==> config.mk <==
export PLATFORM = sky130hd
export DESIGN_NAME = ahb_console_uart
export DESIGN_NICKNAME = d
export VERILOG_FILES = /design/src/rtl/ahb_console_uart.sv
export SDC_FILE = /design/constraint.sdc
export NUM_CORES = 1
export LEC_CHECK = 0
export ABC_AREA = 1
export BUFFER_PORTS_ARGS = -buffer_cell sky130_fd_sc_hd__buf_2
export CORE_AREA = 2 2 128 130
export DETAILED_ROUTE_END_ITERATION = 8
export DIE_AREA = 0 0 130 132
export PLACE_DENSITY = 0.85
export SLEW_MARGIN = 25
export SYNTH_ARGS = -nofsm -noshare
export SYNTH_HDL_FRONTEND = slang
export SYNTH_SLANG_ARGS = --single-unit
==> constraint.sdc <==
create_clock -name i_hclk -period 2.7 [get_ports i_hclk]
set_input_delay 0.135 -clock i_hclk [delete_from_list [all_inputs] [get_ports i_hclk]]
set_output_delay 0.135 -clock i_hclk [all_outputs]
set_load 0.02 [all_outputs]
==> src/rtl/ahb_console_uart.sv <==
// ahb_console_uart: AHB-Lite slave that queues bytes in a TX FIFO and sends them as 8N1 UART frames.
// Ports: i_hclk/i_hreset_n clock and async active-low reset; i_hsel, i_haddr, i_htrans, i_hwrite,
// i_hsize, i_hwdata, i_hready AHB slave inputs; o_hrdata, o_hready, o_hresp AHB slave outputs;
// o_txd registered serial line (idle high). Registers at addr[3:2]: 0 DATA, 1 STATUS, 2 DIV.
module ahb_console_uart #(
    parameter int          FIFO_DEPTH  = 16,
    parameter logic [15:0] DEFAULT_DIV = 16'd868
) (
    input  logic        i_hclk,
    input  logic        i_hreset_n,
    input  logic        i_hsel,
    input  logic [31:0] i_haddr,
    input  logic [1:0]  i_htrans,
    input  logic        i_hwrite,
    input  logic [2:0]  i_hsize,
    input  logic [31:0] i_hwdata,
    input  logic        i_hready,
    output logic [31:0] o_hrdata,
    output logic        o_hready,
    output logic [1:0]  o_hresp,
    output logic        o_txd
);
    localparam int AW = $clog2(FIFO_DEPTH);

    typedef enum logic [1:0] {IDLE, START, DATA, STOP} state_t;

    logic          valid_q, write_q;
    logic [1:0]    addr_q;
    logic [15:0]   div_q;
    logic [7:0]    mem_q [FIFO_DEPTH];
    logic [AW-1:0] wp_q, rp_q;
    logic [AW:0]   cnt_q;
    state_t        state_q, state_d;
    logic [15:0]   bcnt_q, bcnt_d;
    logic [2:0]    bit_q, bit_d;
    logic [7:0]    sh_q, sh_d;
    logic          txd_q;
    logic          full, empty, data_wr, div_wr, push, pop;
    logic [31:0]   status;
    logic          unused_ok;

    assign unused_ok = ^{i_hsize, i_haddr[31:4], i_haddr[1:0], i_hwdata[31:16]};

    assign full    = cnt_q == (AW+1)'(FIFO_DEPTH);
    assign empty   = cnt_q == '0;
    assign data_wr = valid_q && write_q && addr_q == 2'd0;
    assign div_wr  = valid_q && write_q && addr_q == 2'd2 && i_hready;
    // A DATA write stalls while full; the byte is taken in the cycle the stall ends.
    assign o_hready = !(data_wr && full);
    assign push     = data_wr && !full && i_hready;
    assign o_hresp  = 2'b00;
    assign o_txd    = txd_q;

    assign status   = (32'(cnt_q) << 8) | {29'd0, state_q != IDLE, empty, full};
    assign o_hrdata = (!valid_q || write_q) ? 32'd0 :
                      (addr_q == 2'd1)      ? status :
                      (addr_q == 2'd2)      ? {16'd0, div_q} : 32'd0;

    always_ff @(posedge i_hclk) begin
        if (push) mem_q[wp_q] <= i_hwdata[7:0];
    end

    always_ff @(posedge i_hclk or negedge i_hreset_n) begin
        if (!i_hreset_n) begin
            valid_q <= 1'b0;
            write_q <= 1'b0;
            addr_q  <= 2'd0;
            div_q   <= DEFAULT_DIV;
            wp_q    <= '0;
            rp_q    <= '0;
            cnt_q   <= '0;
            state_q <= IDLE;
            bcnt_q  <= 16'd0;
            bit_q   <= 3'd0;
            sh_q    <= 8'd0;
            txd_q   <= 1'b1;
        end else begin
            if (i_hready) begin
                valid_q <= i_hsel && i_htrans[1];
                write_q <= i_hwrite;
                addr_q  <= i_haddr[3:2];
            end
            if (div_wr) div_q <= (i_hwdata[15:0] == 16'd0) ? 16'd1 : i_hwdata[15:0];
            wp_q    <= wp_q + AW'(push);
            rp_q    <= rp_q + AW'(pop);
            cnt_q   <= cnt_q + (AW+1)'(push) - (AW+1)'(pop);
            state_q <= state_d;
            bcnt_q  <= bcnt_d;
            bit_q   <= bit_d;
            sh_q    <= sh_d;
            // Line level follows the current state, so it lags the state change by one clock.
            txd_q   <= (state_q == START) ? 1'b0 : (state_q == DATA) ? sh_q[0] : 1'b1;
        end
    end

    always_comb begin
        state_d = state_q;
        bcnt_d  = bcnt_q;
        bit_d   = bit_q;
        sh_d    = sh_q;
        pop     = 1'b0;
        if (state_q == IDLE) begin
            if (!empty) begin
                pop     = 1'b1;
                sh_d    = mem_q[rp_q];
                bcnt_d  = div_q;
                state_d = START;
            end
        end else if (bcnt_q != 16'd1) begin
            bcnt_d = bcnt_q - 16'd1;
        end else begin
            // Bit period ends: reload from DIV so a new divisor takes effect at the next bit.
            bcnt_d = div_q;
            case (state_q)
                START: begin
                    state_d = DATA;
                    bit_d   = 3'd0;
                end
                DATA: begin
                    sh_d    = sh_q >> 1;
                    bit_d   = bit_q + 3'd1;
                    state_d = (bit_q == 3'd7) ? STOP : DATA;
                end
                default: state_d = IDLE;
            endcase
        end
    end
endmodule

==> Word-level counts from Yosys, hierarchy flattened <==
Memories as Yosys holds them, arrays and structs flattened.
Cells that the tools add are included.
{ "word_totals": {"ff_bits": 63, "mem_bits_rw": 128, "output_inout_bits": 36, "word_cells": 76, "mem_count": 1} }
{ "op_classes": {"n_addsub": 6, "eq_ne": 9, "mux": 23, "n_bitwise": 3, "reduce_logical": 22} }
{ "mem_list": {"columns": ["memory", "depth", "word_bits", "rd", "rd_clocked_by_memory_dff", "wr", "line", "text"], "rows": [
  ["mem_q", 16, 8, 1, 0, 1, "30", "logic [7:0] mem_q [FIFO_DEPTH];"]
]} }
{ "op_table": {"columns": ["op", "n"], "rows": [
  ["16-bit two-way mux", 7],
  ["8-bit two-way mux", 4],
  ["16-bit zero test", 1],
  ["16-bit by 1-bit inequality test with 1-bit output (second input constant)", 1],
  ["16-bit by 1-bit subtractor with 16-bit output (second input constant)", 1],
  ["13-bit by 3-bit OR with 13-bit output", 1],
  ["4-bit by 1-bit adder with 4-bit output", 2],
  ["1-bit logical AND", 8],
  ["1-bit two-way mux", 7],
  ["2-bit two-way mux", 3],
  ["3-bit case mux with 2 select lines", 1],
  ["3-bit AND reduction", 2],
  ["2-bit nonzero test", 3],
  ["5-bit by 1-bit adder with 5-bit output", 1],
  ["5-bit equality test (second input constant)", 1],
  ["5-bit zero test", 1],
  ["5-bit by 1-bit subtractor with 5-bit output", 1],
  ["2-bit by 1-bit equality test with 1-bit output (second input constant)", 2],
  ["2-bit equality test (second input constant)", 2],
  ["2-bit zero test", 2],
  ["2-bit inequality test (second input constant)", 2],
  ["2-bit case mux with 2 select lines", 1],
  ["3-bit by 1-bit adder with 3-bit output (second input constant)", 1],
  ["3-bit equality test (second input constant)", 1],
  ["4 further kinds", 7]
]} }

==> Longest topological paths before layout <==
Gate-level depths: netlist of the first run.
{ "depth": {"ltp_word": 6, "ltp_mapped": 15} }

==> Worst setup path before layout of the first run <==
Ideal clock, no wire load.
{ "synth_path": {"path_kind": "reg-to-reg", "start": "register cnt_q[3]", "end": "register cnt_q[4]", "t_arrival_ns": 2.284, "required_ns": 2.621, "setup_slack_ns": 0.337, "path_stages_with_launch": 16, "period_less_slack_ns": 2.363, "cell_sequence": "dfrtp_1 inv_1 ha_1 inv_1 nor3_4 nand2_1 nand3_1 inv_1 nor2_1 inv_1 nand2_1 ha_1 inv_1 fa_1 o21ai_0 xor2_1"} }
{ "synth_via": {"elab_chain_cells": 6, "elab_cells_between_ends": 9} }
{ "synth_rtl": {"columns": ["element", "line", "text"], "rows": [
  ["from (decl)", "32", "logic [AW:0] cnt_q;"],
  ["from (signal assigned)", "86", "cnt_q <= cnt_q + (AW+1)'(push) - (AW+1)'(pop);"],
  ["5-bit equality test", "44", "assign full = cnt_q == (AW+1)'(FIFO_DEPTH);"],
  ["1-bit zero test", "50", "assign push = data_wr && !full && i_hready;"],
  ["1-bit logical AND (2 in a row)", "50", null],
  ["5-bit by 1-bit adder with 5-bit output", "86", null],
  ["5-bit by 1-bit subtractor with 5-bit output *", "86", null]
]} }
Mark *: on every way between the ends. The rest lies on a longest branch, timed or not.
A chain may end at the register's enable or synchronous reset.

==> Worst setup path after layout of the first run <==
Ends and elaborated chain as after synthesis.

==> results of run 1 <==
-- through the flow --
| step | cells | util, % | setup slack, ps | total power, uW | area (sq um) |
|---|---|---|---|---|---|
| floorplan | 958 | - | 337 | 3840 | 9050 |
| global placement | 1186 | 59.7 | 269 | 4000 | 9380 |
| detailed placement | 1186 | 59.7 | 168 | 4030 | 9380 |
| CTS | 1232 | 64.4 | 46.8 | 6550 | 10100 |
| global route | 1233 | 64.5 | 42.6 | 6810 | 10100 |
| finish | 1233 | 64.5 | 205 | 6580 | 10100 |
-- worst register-to-register path: stages, from the launching register on --
cell and delay [ps]:
dfrtp_1 400, inv_1 90, ha_1 200, inv_1 90, nor3_4 40, buf_4 160
nand2_1 70, nand2_1 140, nor2_4 140, inv_1 70, nand2_1 60, ha_1 160
inv_1 60, fa_1 420, o21ai_2 160, xor2_1 160
-- cell type report --
class / count / share of cell area [%]
multi-input combinational: 634 / 29.7
tap: 216 / 2.67
sequential: 191 / 53.6
timing repair buffer: 78 / 5.24
clock buffer: 22 / 4.48
inverter: 82 / 3.04
clock inverter: 10 / 1.33
-- worst max path at each step --
stage | depth (start not counted) | slack [ps] | startpoint | to
6_report | 15 | 210 | cnt_q[3]$_DFF_PN0_ | cnt_q[4]$_DFF_PN0_
2_1_floorplan | 15 | 340 | cnt_q[3]$_DFF_PN0_ | cnt_q[4]$_DFF_PN0_
4_1_cts | 15 | 50 | cnt_q[2]$_DFF_PN0_ | cnt_q[4]$_DFF_PN0_
5_1_grt | 15 | 40 | cnt_q[2]$_DFF_PN0_ | cnt_q[4]$_DFF_PN0_
3_5_place_dp | 15 | 170 | cnt_q[2]$_DFF_PN0_ | cnt_q[4]$_DFF_PN0_
3_3_place_gp | 15 | 270 | cnt_q[2]$_DFF_PN0_ | cnt_q[4]$_DFF_PN0_
-- layer usage --
| metal | wire [um] | part of all wire [%] | up-vias |
|---|---|---|---|
| li1 | - | - | 3166 |
| met1 | 8080 | 38 | 3197 |
| met2 | 11000 | 52 | 307 |
| met3 | 1360 | 6.4 | 57 |
| met4 | 740 | 3.5 | 0 |
| met5 | 0 | 0 | - |
-- power breakdown --
group	switching (uW)	internal [uW]	total [uW]
clock network	1060	1480	2540
logic	401	212	614
registers	133	3290	3420
-- cells in the final DEF, fill, tap and decap left out, types with 3 or more instances in the layout --
| cell type | instances |
|---|---|
| ha_1 | 15 |
| mux2_2 | 5 |
| conb_1 | 18 |
| xor2_1 | 9 |
| o211ai_1 | 5 |
| clkbuf_16 | 17 |
| o21ai_0 | 28 |
| nor2_4 | 3 |
| bufinv_16 | 3 |
| xnor2_1 | 3 |
| dfrtp_1 | 56 |
| nor2_2 | 7 |
| a21oi_1 | 19 |
| buf_2 | 41 |
| nor3_1 | 10 |
| nand2_1 | 291 |
| o211ai_2 | 5 |
| nor2_1 | 104 |
| nand3_1 | 92 |
| dfstp_2 | 6 |
| clkbuf_1 | 4 |
| clkinv_1 | 4 |
| edfxtp_1 | 128 |
| buf_4 | 22 |
| inv_2 | 5 |
| inv_1 | 76 |
| nand4_1 | 4 |
| o21ai_1 | 3 |
| dlygate4sd3_1 | 14 |
-- sequential cells by signal, indices dropped and copies added (netlist names) --
signal / cells
bit_q: 3
state_q: 2
sh_q: 8
addr_q: 2
mem_q: 128
wp_q: 4
cnt_q: 5
div_q: 16
o_txd: 1
valid_q: 1
bcnt_q: 16
write_q: 1
rp_q: 4
-- Yosys cell counts (all sizes together) (3+ instances only) --
cell type  instances  share of area [%]
buf               45                3.4
mux2               5               0.63
a21oi             19                1.1
ha                15                2.1
clkbuf             6               0.25
nand2            294                 12
inv               81                3.4
nor3              11               0.74
dfstp              6                1.8
nand4              4               0.28
xor2               9               0.88
nor2             114                5.1
o21ai             32                1.8
o211ai            10                1.1
edfxtp           128                 43
dfrtp             57                 16
xnor2              3               0.29
nand3             94                5.5
-- kinds of logic (layout without fill, tap and decap cells) --
group | after synthesis | count (layout) | synth area share, %
xor gates and xnor gates | 12 | 12 | 1.17
buffers and inverters | 133 | 192 | 7.04
adders and majority gates | 16 | 16 | 2.31
muxes | 5 | 5 | 0.626
other | 1 | 18 | 0.0417
and+or+nand+nor | 518 | 518 | 24.1
DFF | 191 | 191 | 60.4
AOI/OAI and AO/OA | 65 | 65 | 4.30
-- what timing repair did --
action | CTS | global route
resized for setup | 0 | 5
hold buffers | 14 | 0
setup buffers | 0 | 1
setup endpoints to repair | 0 | 2
endpoints found under the hold margin | 43 | 0
==> run_results.csv, run 1 <==
group,metric,value,unit
setup_path,r2r-end,"cnt_q[4]$_DFF_PN0_",
setup_path,crit_path_end_kind,"register",
sta,final-setup-viol-count,0,
yosys,syn_avg_cell_area,9.55,sq um
clock_network,htreeDepth,4,
setup_path,critPathTopFamily,"adder cells",
floorplan,placementRows,46,
setup_path,cp_max_fo,4,
setup_path,critPathKind,"reg -> reg",
drt,routed_wirelength,21.1,mm
sta,finClkSkew,11.5,ps
setup_path,r2r_slack,210,ps
sta,max_clock_freq,0.401,GHz
global_routing,grtUsageMet1,33.0,%
drt,wl_per_cell,17.1,um
clock_network,clk_pin_slew_worst_paths,60,ps
clock_network,cts_buffers,17,
pwr,vdd_drop_max,632,uV
sta,worst_pin_slew,912,ps
yosys,syn_inst,941,
yosys,ys_async_sr_fraction,33.0,%
finish,seq_area,5430,sq um
yosys,synthFlopType,"edfxtp_1",
yosys,yosys_register_bits,191,
setup_path,slowest_stage,"fa_1",
floorplan,start_util,57.2,%
global_routing,grt_pass1_vias,6428,
drt,drtPass1Iterations,5,
floorplan,num_io_pins,110,
setup_path,crit_buf_inv,5,
hold_path,min_to,"write_q$_DFFE_PN0P_",
hold_path,min_path_type,"in -> reg",
setup_path,cp_data_required_time,3060,ps
place,gp_congestion,0.886,
sta,holdWs,25.8,ps
yosys,yosysWarnings,0,
global_routing,grt_pass1_wl,33.2,mm
floorplan,die_area,17200,sq um
sta,period_needed,2490,ps
pwr,p_leak,0.00440,uW
global_routing,grt_use_met2,42.4,%
setup_path,path_cells,"inv_1, ha_1, inv_1, nor3_4, buf_4, nand2_1, nand2_1, nor2_4, inv_1, nand2_1, ha_1, inv_1, fa_1, o21ai_2, xor2_1",
sta,drv_slew,0,
yosys,syn-cell-area,8990,sq um
global_routing,grt_util_met3,4.46,%
finish,multiInputGateArea,3000,sq um
finish,nNetsFinal,1094,
sta,hold_violations,0,
hold_path,min_delay_path_depth,2,
sta,finalSetupTns,0,ps
status,outcome,"finished clean",
finish,fill_cells,1112,
drt,final_antenna_net_count,0,
setup_path,crit_path_max_incr_delay,420,ps
floorplan,core-area,15700,sq um
floorplan,die_w,130,um
hold_path,min_from,"i_hready",
clock_network,clk_latency,440,ps
drt,viasPerCell,5.46,
setup_path,arrival,2850,ps
setup_path,startpoint_type,"register",
finish,num_antenna_cells,0,
setup_path,worstRegToRegCells,15,
sta,maxSlewHeadroom,39.2,%
floorplan,die_h,132,um
drt,drtIter0Drc,686,
yosys,synth_cell_types,37,
place,numPortBuffers,41,
global_routing,top_usage_layer,"met2",
job,cap_violations,0,
global_routing,grt_max_degree,71,
sta,finalCritPeriodShare,92.4,%
drt,drc_errors,0,
global_routing,grt_overflow_total,0,
global_routing,track_usage,25.6,%
yosys,seq_area_frac_synth,60.4,%
finish,drive_gt1_share,12.7,%
yosys,synth_edf_count,128,
clock_network,cts_buffer_depth,2,
sta,rsz0062_at_grt,"no",
setup_path,rr_startpoint,"cnt_q[3]$_DFF_PN0_",
pwr,p_per_area,649,nW/um^2
clock_network,cts.sinks,191,
drt,num_vias,6727,
finish,area_delta_synth_final,12.7,%
clock_network,cts_tree,"built",
global_routing,antenna_found_initial,0,
clock_network,cts-root-buf,"clkbuf_16",
place,dpl.hpwl,13.1,mm
setup_path,cpMostUsedCell,"inv_1",
No activity file was read; power rests on OpenSTA's default activity.
==> run 2: changes to the inputs <==
--- a/config.mk
+++ b/config.mk
@@ -7,10 +7,10 @@
 export LEC_CHECK = 0
 export ABC_AREA = 1
 export BUFFER_PORTS_ARGS = -buffer_cell sky130_fd_sc_hd__buf_2
-export CORE_AREA = 2 2 128 130
+export CORE_AREA = 2 2 123 125
 export DETAILED_ROUTE_END_ITERATION = 8
-export DIE_AREA = 0 0 130 132
-export PLACE_DENSITY = 0.85
+export DIE_AREA = 0 0 125 127
+export PLACE_DENSITY = 0.9
 export SLEW_MARGIN = 25
 export SYNTH_ARGS = -nofsm -noshare
 export SYNTH_HDL_FRONTEND = slang
==> constraint.sdc (replaced) <==
create_clock -name i_hclk -period 3.2 [get_ports i_hclk]
set_input_delay 0.16 -clock i_hclk [delete_from_list [all_inputs] [get_ports i_hclk]]
set_output_delay 0.16 -clock i_hclk [all_outputs]
set_load 0.02 [all_outputs]
==> run 2 against run 1 <==
  * Maximum frequency shrank 10%
  * First-iteration DRC count grew 23%
  * Design area shrank 2.6%
  * Utilization grew 4.0 points
  * Worst setup slack gained 220 ps
  * Routed wire length shrank 2.2%
  * Clock skew shrank 1.5 ps
  * Hold slack gained 37 ps
  * Clock-buffer cell count shrank 2
  * Combinational power shrank 17%
  * Sequential power shrank 15%
  * Critical path type unchanged
  * Critical endpoint unchanged
  * Largest power group unchanged
==> run_results.csv, run 2 (synthesized netlist as in run 1, its figures left out) <==
group,metric,value,unit
status,outcome,"finished clean",
pwr,p_per_area,540,nW/um^2
clock_network,cts_tree,"built",
drt,wl_per_cell,17.5,um
clock_network,cts-root-buf,"clkbuf_16",
sta,maxSlewHeadroom,42.6,%
global_routing,grt_overflow_total,0,
finish,layout_commonest_cell,"nand2_1",
setup_path,critPathLaunch,"cnt_q[3]$_DFF_PN0_",
floorplan,die_h,127,um
pwr,vdd_drop_max,559,uV
clock_network,post-cts-setup-buffers,0,
setup_path,slowest_stage,"dfrtp_1",
setup_path,crit_path_max_incr_delay,410,ps
drt,final_antenna_net_count,0,
setup_path,cp_data_required_time,3560,ps
floorplan,die_w,125,um
sta,max_clock_freq,0.360,GHz
setup_path,r2r-end,"cnt_q[4]$_DFF_PN0_",
clock_network,cts_repair_resize_count,0,
clock_network,cts_buffer_depth,2,
setup_path,crit_buf_inv,5,
clock_network,cts.sinks,191,
global_routing,grt_pass1_wl,33.1,mm
finish,nNetsFinal,1076,
finish,largest_reg_flops,128,
clock_network,cts_buffers,17,
sta,finClkSkew,9.97,ps
setup_path,r2r_slack,420,ps
sta,finalSetupTns,0,ps
finish,reg_top3,"mem_q (128), bcnt_q (16), div_q (16)",
floorplan,start_util,62.3,%
finish,drive_gt1_share,10.9,%
drt,drtIter0Drc,843,
pwr,p_leak,0.00427,uW
drt,drc_errors,0,
global_routing,antenna_found_initial,0,
finish,num_antenna_cells,0,
hold_path,min_from,"i_hready",
setup_path,startpoint_type,"register",
sta,worst_pin_slew,858,ps
job,cap_violations,0,
drt,routed_wirelength,20.7,mm
clock_network,clk_latency,430,ps
floorplan,placementRows,44,
floorplan,num_io_pins,110,
setup_path,arrival,3140,ps
clock_network,hold_buffers,14,
setup_path,critPathTopFamily,"adder cells",
setup_path,rr_startpoint,"cnt_q[3]$_DFF_PN0_",
finish,final_cell_mix,"nand2_1 (291), edfxtp_1 (128), nor2_1 (105), nand3_1 (92), inv_1 (77)",
setup_path,cp_max_fo,7,
place,place_area,9210,sq um
floorplan,die_area,15900,sq um
setup_path,cpMostUsedCell,"inv_1",
place,numPortBuffers,41,
floorplan,core-area,14400,sq um
finish,area_delta_synth_final,9.81,%
global_routing,track_usage,27.0,%
sta,final-setup-viol-count,0,
clock_network,clk_pin_slew_worst_paths,70,ps
place,gp_congestion,0.896,
finish,regMostFlops,"mem_q",
sta,period_needed,2780,ps
clock_network,htreeDepth,4,
sta,rsz0062_at_grt,"no",
drt,viasPerCell,5.75,
setup_path,critPathKind,"reg -> reg",
drt,num_vias,6791,
hold_path,min_path_type,"in -> reg",
global_routing,grt_max_degree,71,
drt,drtPass1Iterations,5,
setup_path,worstRegToRegCells,15,
global_routing,grt_pass1_vias,6600,
place,dpl.hpwl,12.7,mm
sta,finalCritPeriodShare,86.9,%
setup_path,crit_path_end_kind,"register",
setup_path,crit_end,"cnt_q[4]$_DFF_PN0_",
finish,finalInstanceArea,9870,sq um
setup_path,path_cells,"inv_1, ha_1, inv_1, nor3_4, nand2_1, nand3_1, inv_1, nor2_1, inv_1, nand2_1, ha_1, inv_1, fa_1, o21ai_0, xor2_1",
sta,drv_slew,0,
finish,final_util,68.4,%
setup_path,worst-path-stages,15,
sta,hold_violations,0,
run 2: changes by cell type in the layout (fill, tap and decap cells not counted), moves of 2 or more:
cell,delta
clkinv_1,-2
bufinv_16,-2
buf_4,-16
clkinv_2,+3
run 2: power breakdown:
| group | switching [uW] | internal (uW) | total [uW] | leakage, uW |
|---|---|---|---|---|
| Clock | 874 | 1060 | 1940 | 0.000255 |
| Sequential | 112 | 2780 | 2890 | 0.00188 |
| Combinational | 339 | 170 | 510 | 0.00213 |
run 2: worst min path at each step:
stage	end	depth (start not counted)	slack [ps]
2_1_floorplan	addr_q[0]$_DFFE_PN0P_	0	-140
3_3_place_gp	addr_q[0]$_DFFE_PN0P_	3	370
6_report	write_q$_DFFE_PN0P_	2	60
5_1_grt	write_q$_DFFE_PN0P_	2	80
3_5_place_dp	bit_q[1]$_DFFE_PN0P_	1	220
4_1_cts	valid_q$_DFFE_PN0P_	2	30
run 2: worst register-to-register path, cell delays in order, from the launching register on:
cell     delay, ps
dfrtp_1        410
inv_1          110
ha_1           160
inv_1           60
nor3_4         220
nand2_1        140
nand3_1        100
inv_1          120
nor2_1         190
inv_1           90
nand2_1         70
ha_1           160
inv_1           50
fa_1           400
o21ai_0        240
xor2_1         180
run 2: layout make-up:
class / instances / area [sq um]
clock buffer: 20 / 437
inverter: 82 / 308
sequential: 191 / 5430
fill: 967 / 4550
multi-input combinational: 634 / 2990
timing repair buffer: 60 / 385
tap: 184 / 230
clock inverter: 10 / 90.1
run 2: per-layer routing:
metal	up-vias	GRT usage (%)	routed length (um)
li1	3128	-	-
met1	3170	34.0	7780
met2	428	45.7	10300
met3	65	5.78	1890
met4	0	11.6	673
met5	-	0	0
run 2: through the flow:
step           std cells  setup slack (ps)  hold WS, ps  total power, uW
6_report            1181               420         62.5             5330
5_1_grt             1181               226         76.6             5520
4_1_cts             1181               471         33.8             5320
3_5_place_dp        1137               490          223             3400
3_3_place_gp        1137               672          366             3370
2_1_floorplan        958               837         -136             3240
==> run 3: changes to the inputs <==
--- a/config.mk
+++ b/config.mk
@@ -7,10 +7,10 @@
 export LEC_CHECK = 0
 export ABC_AREA = 1
 export BUFFER_PORTS_ARGS = -buffer_cell sky130_fd_sc_hd__buf_2
-export CORE_AREA = 2 2 123 125
+export CORE_AREA = 2 2 128 130
 export DETAILED_ROUTE_END_ITERATION = 8
-export DIE_AREA = 0 0 125 127
-export PLACE_DENSITY = 0.9
+export DIE_AREA = 0 0 130 132
+export PLACE_DENSITY = 0.85
 export SLEW_MARGIN = 25
 export SYNTH_ARGS = -nofsm -noshare
 export SYNTH_HDL_FRONTEND = slang
==> constraint.sdc (replaced) <==
create_clock -name i_hclk -period 2.85 [get_ports i_hclk]
set_input_delay 0.1425 -clock i_hclk [delete_from_list [all_inputs] [get_ports i_hclk]]
set_output_delay 0.1425 -clock i_hclk [all_outputs]
set_load 0.02 [all_outputs]
==> run 3 against run 2 <==
  * Utilization down 4.1 points
  * Final cell count up 4.3%
  * Design area increased by 2.4%
  * Critical path depth stayed put
  * Routed wire length decreased by 2.5%
  * Non-clock buffer count increased by 17
  * Maximum frequency is 7.7% higher
  * Via count decreased by 1.4%
  * Largest cell class unchanged
==> run_results.csv, run 3 (synthesized netlist as in run 1, its figures left out) <==
group,metric,value,unit
sta,hold_violations,0,
clock_network,cts-root-buf,"clkbuf_16",
finish,largest_reg_flops,128,
drt,drtIter0Drc,858,
pwr,p_per_area,610,nW/um^2
finish,num_antenna_cells,0,
global_routing,grt_pass1_vias,6552,
clock_network,cts_tree,"built",
setup_path,cp_data_required_time,3210,ps
clock_network,cts_buffers,17,
setup_path,arrival,2950,ps
drt,drc_errors,0,
pwr,vdd_drop_max,528,uV
status,outcome,"finished clean",
drt,drtPass1Iterations,5,
drt,routed_wirelength,20.2,mm
setup_path,crit_path_end_kind,"register",
pwr,power.internal,4560,uW
setup_path,cp_max_fo,4,
global_routing,grt_overflow_total,0,
finish,final_cells,1232,
sta,maxSlewHeadroom,51.4,%
drt,num_vias,6699,
global_routing,track_usage,24.8,%
global_routing,antenna_found_initial,0,
pwr,swShare,26.0,%
floorplan,placementRows,46,
drt,wl_per_cell,16.4,um
finish,final_util,64.3,%
place,numPortBuffers,41,
place,dpl.hpwl,12.7,mm
floorplan,num_io_pins,110,
global_routing,grt_max_degree,71,
sta,worst_pin_slew,729,ps
floorplan,die_w,130,um
place,dp.cells,1185,
floorplan,die_area,17200,sq um
floorplan,start_util,57.2,%
drt,viasPerCell,5.44,
setup_path,critPathKind,"reg -> reg",
clock_network,clk_pin_slew_worst_paths,70,ps
finish,layout_commonest_cell,"nand2_1",
sta,max_clock_freq,0.387,GHz
sta,rsz0062_at_grt,"no",
clock_network,cts.sinks,191,
global_routing,grt_pass1_wl,32.4,mm
sta,finalCritPeriodShare,90.6,%
drt,final_antenna_net_count,0,
sta,finClkSkew,10.7,ps
finish,final_cell_mix,"nand2_1 (291), edfxtp_1 (128), nor2_1 (104), nand3_1 (92), inv_1 (77)",
clock_network,cts_buffer_depth,2,
pwr,p_leak,0.00440,uW
job,cap_violations,0,
floorplan,die_h,132,um
pwr,power_switching,1600,uW
finish,reg_top3,"mem_q (128), bcnt_q (16), div_q (16)",
hold_path,min_path_type,"in -> reg",
sta,final-setup-viol-count,0,
sta,drv_slew,0,
floorplan,core-area,15700,sq um
pwr,pwr-share-comb,9.1,%
sta,period_needed,2580,ps
pwr,pwr-share-seq,52.6,%
finish,regMostFlops,"mem_q",
setup_path,startpoint_type,"register",
finish,area_delta_synth_final,12.4,%
pwr,power.clock.fraction,38.3,%
finish,drive_gt1_share,13.0,%
clock_network,clk_latency,440,ps
finish,nNetsFinal,1093,
place,gp_congestion,0.886,
clock_network,htreeDepth,4,
sta,finalSetupTns,0,ps
-- run 3: metal layers --
layer / wire length [um] / global-route usage [%] / vias up
met5: 0 / 0 / -
met4: 795 / 11.5 / 0
met3: 1510 / 4.34 / 66
met2: 10100 / 40.3 / 336
met1: 7810 / 32.4 / 3132
li1: - / - / 3165
-- run 3: path summary, 6_finish.rpt --
check / start / end / slack, ps / cells past startpoint
worst max-delay path: cnt_q[3]$_DFF_PN0_ / cnt_q[4]$_DFF_PN0_ / 270 / 15
worst min-delay path: i_hready / write_q$_DFFE_PN0P_ / 40 / 2
worst max register to register: cnt_q[3]$_DFF_PN0_ / cnt_q[4]$_DFF_PN0_ / 270 / 15
worst min register to register: sh_q[2]$_DFFE_PN0P_ / sh_q[2]$_DFFE_PN0P_ / 500 / 2
max in group asynchronous: i_hreset_n / div_q[9]$_DFFE_PN1P_ / 1820 / 3
min in group asynchronous: i_hreset_n / div_q[0]$_DFFE_PN0P_ / 250 / 2
-- run 3: repair_timing --
action	CTS	global route
endpoints found under the hold margin	31	0
setup endpoints to repair	0	1
setup buffers	0	1
hold buffers	14	0
gates resized for setup	0	2
-- run 3: power groups by stage --
stage | combinational (uW) | clock [uW] | sequential, uW
floorplan | 383 | 0 | 3260
global placement | 502 | 0 | 3280
detailed placement | 527 | 0 | 3290
CTS | 548 | 2360 | 3240
global route | 634 | 2470 | 3260
finish | 562 | 2360 | 3240
-- run 3: critical path: stages (launching register included) --
cell,delay [ps]
dfrtp_1,410
inv_1,100
ha_1,190
inv_1,90
nor3_4,50
buf_4,160
nand2_1,50
nand2_1,140
nor2_2,210
inv_1,80
nand2_1,70
ha_1,170
inv_1,60
fa_1,400
o21ai_1,180
xor2_1,150
-- run 3: area by class of cell --
cell class                 instances  area, sq um
fill                            1134         5610
sequential                       191         5430
multi-input combinational        634         3000
timing repair buffer              77          510
clock buffer                      17          425
inverter                          82          308
tap                              216          270
clock inverter                    15          168
-- run 3: stage by stage --
stage / power, uW / hold WS (ps) / instance area, sq um / setup slack, ps
after floorplan: 3640 / -153 / 9050 / 487
after detailed placement: 3820 / 160 / 9360 / 147
final: 6160 / 41.4 / 10100 / 268
after global placement: 3780 / 165 / 9360 / 317
after CTS: 6150 / 22.0 / 10100 / 144
after global routing: 6360 / 58.6 / 10100 / 46.8
